## config.mk

```make
export PLATFORM = sky130hd
export DESIGN_NAME = instr_seq
export DESIGN_NICKNAME = d
export VERILOG_FILES = /design/src/rtl/instr_seq_pkg.sv /design/src/rtl/instr_seq_hold_lut.sv /design/src/rtl/instr_seq.sv
export SDC_FILE = /design/constraint.sdc
export NUM_CORES = 1
export LEC_CHECK = 0
export ABC_AREA = 0
export CORE_UTILIZATION = 50
export DETAILED_ROUTE_END_ITERATION = 10
export GPL_TIMING_DRIVEN = 0
export HOLD_SLACK_MARGIN = 0.02
export PLACE_DENSITY = 0.9
export SETUP_SLACK_MARGIN = 0.1
export SYNTH_ARGS = -nofsm -noshare
export SYNTH_HDL_FRONTEND = slang
export SYNTH_SLANG_ARGS = --single-unit
```

## constraint.sdc

```tcl
create_clock -name clk -period 2.15 [get_ports clk]
set_input_delay 0.215 -clock clk [delete_from_list [all_inputs] [get_ports clk]]
set_output_delay 0.215 -clock clk [all_outputs]
set_load 0.01 [all_outputs]
```

## src/rtl/instr_seq_pkg.sv

```systemverilog
// Shared definitions for the instruction fetch sequencer and the control unit:
// instruction type codes, default per-type hold counts and sequencer states.
package instr_seq_pkg;

    localparam logic [1:0] TYPE_HALT  = 2'b00;
    localparam logic [1:0] TYPE_STD   = 2'b01;
    localparam logic [1:0] TYPE_LOAD  = 2'b10;
    localparam logic [1:0] TYPE_STORE = 2'b11;

    localparam int DEF_STD_CYCLES   = 3;
    localparam int DEF_LOAD_CYCLES  = 4;
    localparam int DEF_STORE_CYCLES = 3;

    localparam int HOLD_W = 8;
    localparam logic [HOLD_W-1:0] HOLD_ZERO  = 8'd0;
    localparam logic [HOLD_W-1:0] HOLD_ONE   = 8'd1;
    localparam logic [HOLD_W-1:0] HOLD_TWO   = 8'd2;
    localparam logic [HOLD_W-1:0] HOLD_THREE = 8'd3;

    typedef enum logic [2:0] {
        ST_IDLE  = 3'd0,
        ST_FETCH = 3'd1,
        ST_LOAD  = 3'd2,
        ST_HOLD  = 3'd3,
        ST_HALT  = 3'd4
    } seq_state_e;

endpackage

```

## src/rtl/instr_seq_hold_lut.sv

```systemverilog
// Maps an instruction type field to the number of cycles the control unit
// spends on that instruction; the halt type maps to zero.
module hold_lut
    import instr_seq_pkg::*;
#(
    parameter int STD_CYCLES   = DEF_STD_CYCLES,
    parameter int LOAD_CYCLES  = DEF_LOAD_CYCLES,
    parameter int STORE_CYCLES = DEF_STORE_CYCLES
) (
    input  logic [1:0]        itype,
    output logic [HOLD_W-1:0] cycles
);

    // Type-to-dwell lookup
    always_comb begin
        cycles = HOLD_ZERO;
        case (itype)
            TYPE_STD:   cycles = HOLD_W'(STD_CYCLES);
            TYPE_LOAD:  cycles = HOLD_W'(LOAD_CYCLES);
            TYPE_STORE: cycles = HOLD_W'(STORE_CYCLES);
            default:    cycles = HOLD_ZERO;
        endcase
    end

endmodule

```

## src/rtl/instr_seq.sv

```systemverilog
// Instruction fetch sequencer: holds each word on instr for its type's dwell,
// prefetching the next word so successive instructions follow with no bubble.
module instr_seq
    import instr_seq_pkg::*;
#(
    parameter int INSTR_WIDTH  = 20,
    parameter int IADDR_BITS   = 5,
    parameter int STD_CYCLES   = DEF_STD_CYCLES,
    parameter int LOAD_CYCLES  = DEF_LOAD_CYCLES,
    parameter int STORE_CYCLES = DEF_STORE_CYCLES,
    parameter int CNT_WIDTH    = 8
) (
    input  logic                   clk,
    input  logic                   rst,
    input  logic                   start,
    output logic                   imem_rd_en,
    output logic [IADDR_BITS-1:0]  imem_addr,
    input  logic [INSTR_WIDTH-1:0] imem_data,
    output logic [INSTR_WIDTH-1:0] instr,
    output logic [IADDR_BITS-1:0]  pc,
    output logic                   busy,
    output logic                   halted,
    output logic                   pc_wrap,
    output logic [CNT_WIDTH-1:0]   retired
);

    // The prefetch fires two cycles before the end of a dwell, so a shorter
    // dwell would leave no room for the memory latency.
    if (STD_CYCLES < 2 || LOAD_CYCLES < 2 || STORE_CYCLES < 2) begin : g_bad_hold
        $error("instr_seq: every hold cycle count must be at least 2");
    end

    seq_state_e             state;
    logic [HOLD_W-1:0]      cnt;
    logic [1:0]             data_type;
    logic [HOLD_W-1:0]      data_hold;
    logic [IADDR_BITS-1:0]  pc_inc;
    logic [IADDR_BITS-1:0]  pc_inc2;
    logic                   pc_last;
    logic                   pc_inc_last;
    logic [CNT_WIDTH-1:0]   retired_inc;

    assign data_type   = imem_data[INSTR_WIDTH-1 -: 2];
    assign pc_inc      = pc + IADDR_BITS'(1'b1);
    assign pc_inc2     = pc + IADDR_BITS'(2'd2);
    assign pc_last     = (pc == {IADDR_BITS{1'b1}});
    assign pc_inc_last = (pc_inc == {IADDR_BITS{1'b1}});
    assign retired_inc = (&retired) ? retired : retired + CNT_WIDTH'(1'b1);

    hold_lut #(
        .STD_CYCLES  (STD_CYCLES),
        .LOAD_CYCLES (LOAD_CYCLES),
        .STORE_CYCLES(STORE_CYCLES)
    ) u_hold_lut (
        .itype (data_type),
        .cycles(data_hold)
    );

    // Sequencer FSM with all outputs registered
    always_ff @(posedge clk or posedge rst) begin
        if (rst) begin
            state      <= ST_IDLE;
            cnt        <= HOLD_ZERO;
            instr      <= {INSTR_WIDTH{1'b0}};
            pc         <= {IADDR_BITS{1'b0}};
            imem_rd_en <= 1'b0;
            imem_addr  <= {IADDR_BITS{1'b0}};
            busy       <= 1'b0;
            halted     <= 1'b0;
            pc_wrap    <= 1'b0;
            retired    <= {CNT_WIDTH{1'b0}};
        end else begin
            case (state)
                ST_IDLE, ST_HALT: begin
                    instr <= {INSTR_WIDTH{1'b0}};
                    if (start) begin
                        state      <= ST_FETCH;
                        pc         <= {IADDR_BITS{1'b0}};
                        pc_wrap    <= 1'b0;
                        imem_rd_en <= 1'b1;
                        imem_addr  <= {IADDR_BITS{1'b0}};
                        busy       <= 1'b1;
                        halted     <= 1'b0;
                    end
                end
                ST_FETCH: begin
                    imem_rd_en <= 1'b0;
                    state      <= ST_LOAD;
                end
                ST_LOAD: begin
                    if (data_type == TYPE_HALT) begin
                        instr  <= {INSTR_WIDTH{1'b0}};
                        state  <= ST_HALT;
                        busy   <= 1'b0;
                        halted <= 1'b1;
                    end else begin
                        // Extra cycle covers the control unit's RESET-to-DECODE step
                        instr <= imem_data;
                        cnt   <= data_hold + HOLD_ONE;
                        state <= ST_HOLD;
                    end
                end
                ST_HOLD: begin
                    if (cnt == HOLD_ONE) begin
                        pc      <= pc_inc;
                        retired <= retired_inc;
                        cnt     <= data_hold;
                        if (data_type == TYPE_HALT) begin
                            instr      <= {INSTR_WIDTH{1'b0}};
                            state      <= ST_HALT;
                            busy       <= 1'b0;
                            halted     <= 1'b1;
                            imem_rd_en <= 1'b0;
                        end else if (data_hold == HOLD_TWO) begin
                            // A two-cycle word must prefetch on its very first cycle
                            instr      <= imem_data;
                            imem_rd_en <= 1'b1;
                            imem_addr  <= pc_inc2;
                            if (pc_inc_last) begin
                                pc_wrap <= 1'b1;
                            end
                        end else begin
                            instr      <= imem_data;
                            imem_rd_en <= 1'b0;
                        end
                    end else begin
                        cnt <= cnt - HOLD_ONE;
                        if (cnt == HOLD_THREE) begin
                            imem_rd_en <= 1'b1;
                            imem_addr  <= pc_inc;
                            if (pc_last) begin
                                pc_wrap <= 1'b1;
                            end
                        end else begin
                            imem_rd_en <= 1'b0;
                        end
                    end
                end
                default: begin
                    state      <= ST_IDLE;
                    imem_rd_en <= 1'b0;
                    busy       <= 1'b0;
                    halted     <= 1'b0;
                end
            endcase
        end
    end

endmodule

```

==> flow_summary.yaml <==
timing:
  fin_setup_tns_ns: 0
  rsz0062_at_grt: "true"
  setup_viol_count_final: 0
  fin_crit_sh_pct: 91.3
  setup_ws_ns: 0.186
  whs_ns: 0.298
  period_minus_slack_ns: 1.96
  fmax_mhz: 509
  slew_viol_final: 0
  skew_ns: 0.0100
  worstMarginPinSlew_ns: 0.860
  finalHoldViolCount: 0
  relSlewSlack_pct: 42.2
detailed_routing:
  vias: 2353
  wl_per_cell_um: 15.0
  wl_met3_um: 361
  totalWireLength_um: 6450
  ant_nets: 0
  drc_errors: 0
  drtPass1Iterations: 6
  met2WireLength_um: 3200
  met1_length_um: 2790
  top_layer: "met4"
  drt_iter0_markers: 183
  vias_per_cell: 5.46
worst_setup_path:
  worstSetupPathType: "flip-flop to flip-flop"
  r2r-end: "instr[18]$_DFFE_PP0P_"
  critPathMaxFanout: 10
  cp-end-kind: "flip-flop"
  rrSetupSlack_ns: 0.19
  critical_path_required_ns: 2.34
  reg2reg_from: "cnt[1]$_DFFE_PP0P_"
  worstRegToRegCells: 9
  cp-start-kind: "flip-flop"
  arrival_ns: 2.16
floorplanning:
  rows: 26
  ios: 65
  dieArea_um2: 5840
  core-area_um2: 5200
  die_x_um: 76.4
  die_h_um: 76.4
  start_util_pct: 53.2
clock_network:
  clock_latency_ns: 0.31
  cts_max_path_buffers: 2
  clk_pin_slew_ns: 0.10
  numCtsBuffers: 5
  cts_tree: "done"
  cts_hold_buffers: 0
  cts_sinks: 53
  h-tree-depth: 2
  cts_root_buf: "clkbuf_8"
synth:
  syn_area_per_cell_um2: 9.86
  yosysWarnings: 0
  synth_area_um2: 2770
  synthTopCellsByArea: "dfrtp_1 (48%), mux2i_1 (8.3%), nand2_1 (5.1%)"
  async_flop_share_pct: 100
  synth_top_area_share_pct: 47.9
  synth_top_area_cell: "dfrtp_1"
  seq_area_frac_synth_pct: 47.9
  synthTopCellsByCount: "dfrtp_1 (53), nand2_1 (38), inv_1 (29)"
  postSynthNetCount: 312
  postSynthCellCount: 281
  ys_types: 46
  ys_ff_latch: 53
  synth_edf_count: 0
  synthFlopType: "dfrtp_1"
  yosysMostFrequentCell: "dfrtp_1"
global_routing:
  grt_pass1_vias: 2325
  gr-usage-all-layers_pct: 23.0
  antenna_found_initial: 0
  grt_pass1_wl_um: 10700
  grt_max_degree: 31
  overflow: 0
cells_and_area:
  fin_cells: 431
  n_antenna_cell: 0
  drive_gt1_share_pct: 11.9
  finish.utilization_pct: 72.2
  nets: 391
  syn_to_final_growth_pct: 35.7
placed_design:
  preCtsSetupSlack_ns: -0.111
  placed_cells: 416
  dp_hpwl_um: 4560
  port_buffers: 64
  globalplace.congestion: 0.885
hold_path:
  min_path_type: "input pin to asynchronous set/reset pin"
power_and_ir_drop:
  p_per_area_nw_per_um2: 1390
  p_leak_nw: 1.80
  ir_worst_vdd_uv: 841
flow_run:
  maxCapViolCount: 0
run_status:
  outcome: "finished clean"
-- metal layers --
layer  global-route usage (%)  vias to the layer above
met5                        0                        -
met4                     6.73                        0
met3                     4.19                       14
li1                         -                     1130
met1                     28.8                     1117
met2                     40.2                       92
-- logic make-up after synthesis --
group / synth area share (%)
adders and majority gates: 3.61
muxes: 9.53
xor gates and xnor gates: 3.79
AOI/OAI and AO/OA: 11.6
DFF: 47.9
and+or+nand+nor: 17.3
buffers and inverters: 6.28
-- cell usage in the layout (no fill, tap or decap), types with 4 or more instances in the layout --
cell and instances:
o21ai_0 15, xor2_1 7, ha_1 7, xnor2_1 5
a31oi_1 4, nor2_1 9, nand2_1 38, buf_2 4
buf_4 6, nor3_1 5, inv_1 27, clkbuf_8 5
nand3_1 13, clkdlybuf4s50_1 64, a21oi_1 8, mux2i_1 23
dfrtp_1 52
-- power breakdown --
group / internal [mW] / switching (mW) / total, mW
combinational: 1.42 / 1.35 / 2.77
sequential: 1.40 / 0.354 / 1.76
clock: 0.350 / 0.327 / 0.677
-- stage by stage --
step                      power (mW)  area, µm²
after global routing            5.58       3760
after CTS                       5.07       3680
after global placement          4.18       3500
after detailed placement        4.28       3520
after floorplan                 3.21       2770
final                           5.21       3760
-- final cells by class --
type	instances	area, µm²
plain buffers	11	67.6
clock buffers	6	72.6
clock inverters	2	38.8
fillers	391	1450
inverters	29	109
multi-input cells	188	1330
flip-flops and latches	53	1330
well taps	70	87.6
repair buffers	72	729
-- registers in the layout, indices dropped and copies added, names as in the netlist, 3 cells and up --
name	count
state	3
cnt	8
retired	8
instr	20
imem_addr	5
pc	5
-- how the worst max path moves through the flow --
| stage | depth (start not counted) | to | startpoint |
|---|---|---|---|
| after floorplan | 7 | imem_addr[1]$_DFFE_PP0P_ | cnt[1]$_DFFE_PP0P_ |
| after global placement | 2 | cnt[1]$_DFFE_PP0P_ | rst |
| after detailed placement | 7 | imem_addr[1]$_DFFE_PP0P_ | cnt[1]$_DFFE_PP0P_ |
| after CTS | 8 | cnt[2]$_DFFE_PP0P_ | cnt[0]$_DFFE_PP0P_ |
| after global routing | 8 | imem_addr[1]$_DFFE_PP0P_ | cnt[1]$_DFFE_PP0P_ |
| final | 9 | instr[18]$_DFFE_PP0P_ | cnt[1]$_DFFE_PP0P_ |
-- worst max-delay path, cell delays in order (launching register included) --
cell and delay [ns]:
dfrtp_1 0.42, inv_2 0.07, ha_2 0.17, nor4b_4 0.18, buf_4 0.19, buf_4 0.15
nand3_2 0.10, a22o_4 0.28, buf_6 0.16, mux2i_1 0.12
-- repair_timing --
| item | in CTS | in global routing |
|---|---|---|
| gates cloned | 0 | 1 |
| endpoints found under the setup margin | 31 | 33 |
| resized for setup | 1 | 19 |
| pin swaps | 0 | 1 |
| setup buffers | 5 | 1 |
Note: power is estimated with default switching activity, not from simulation.
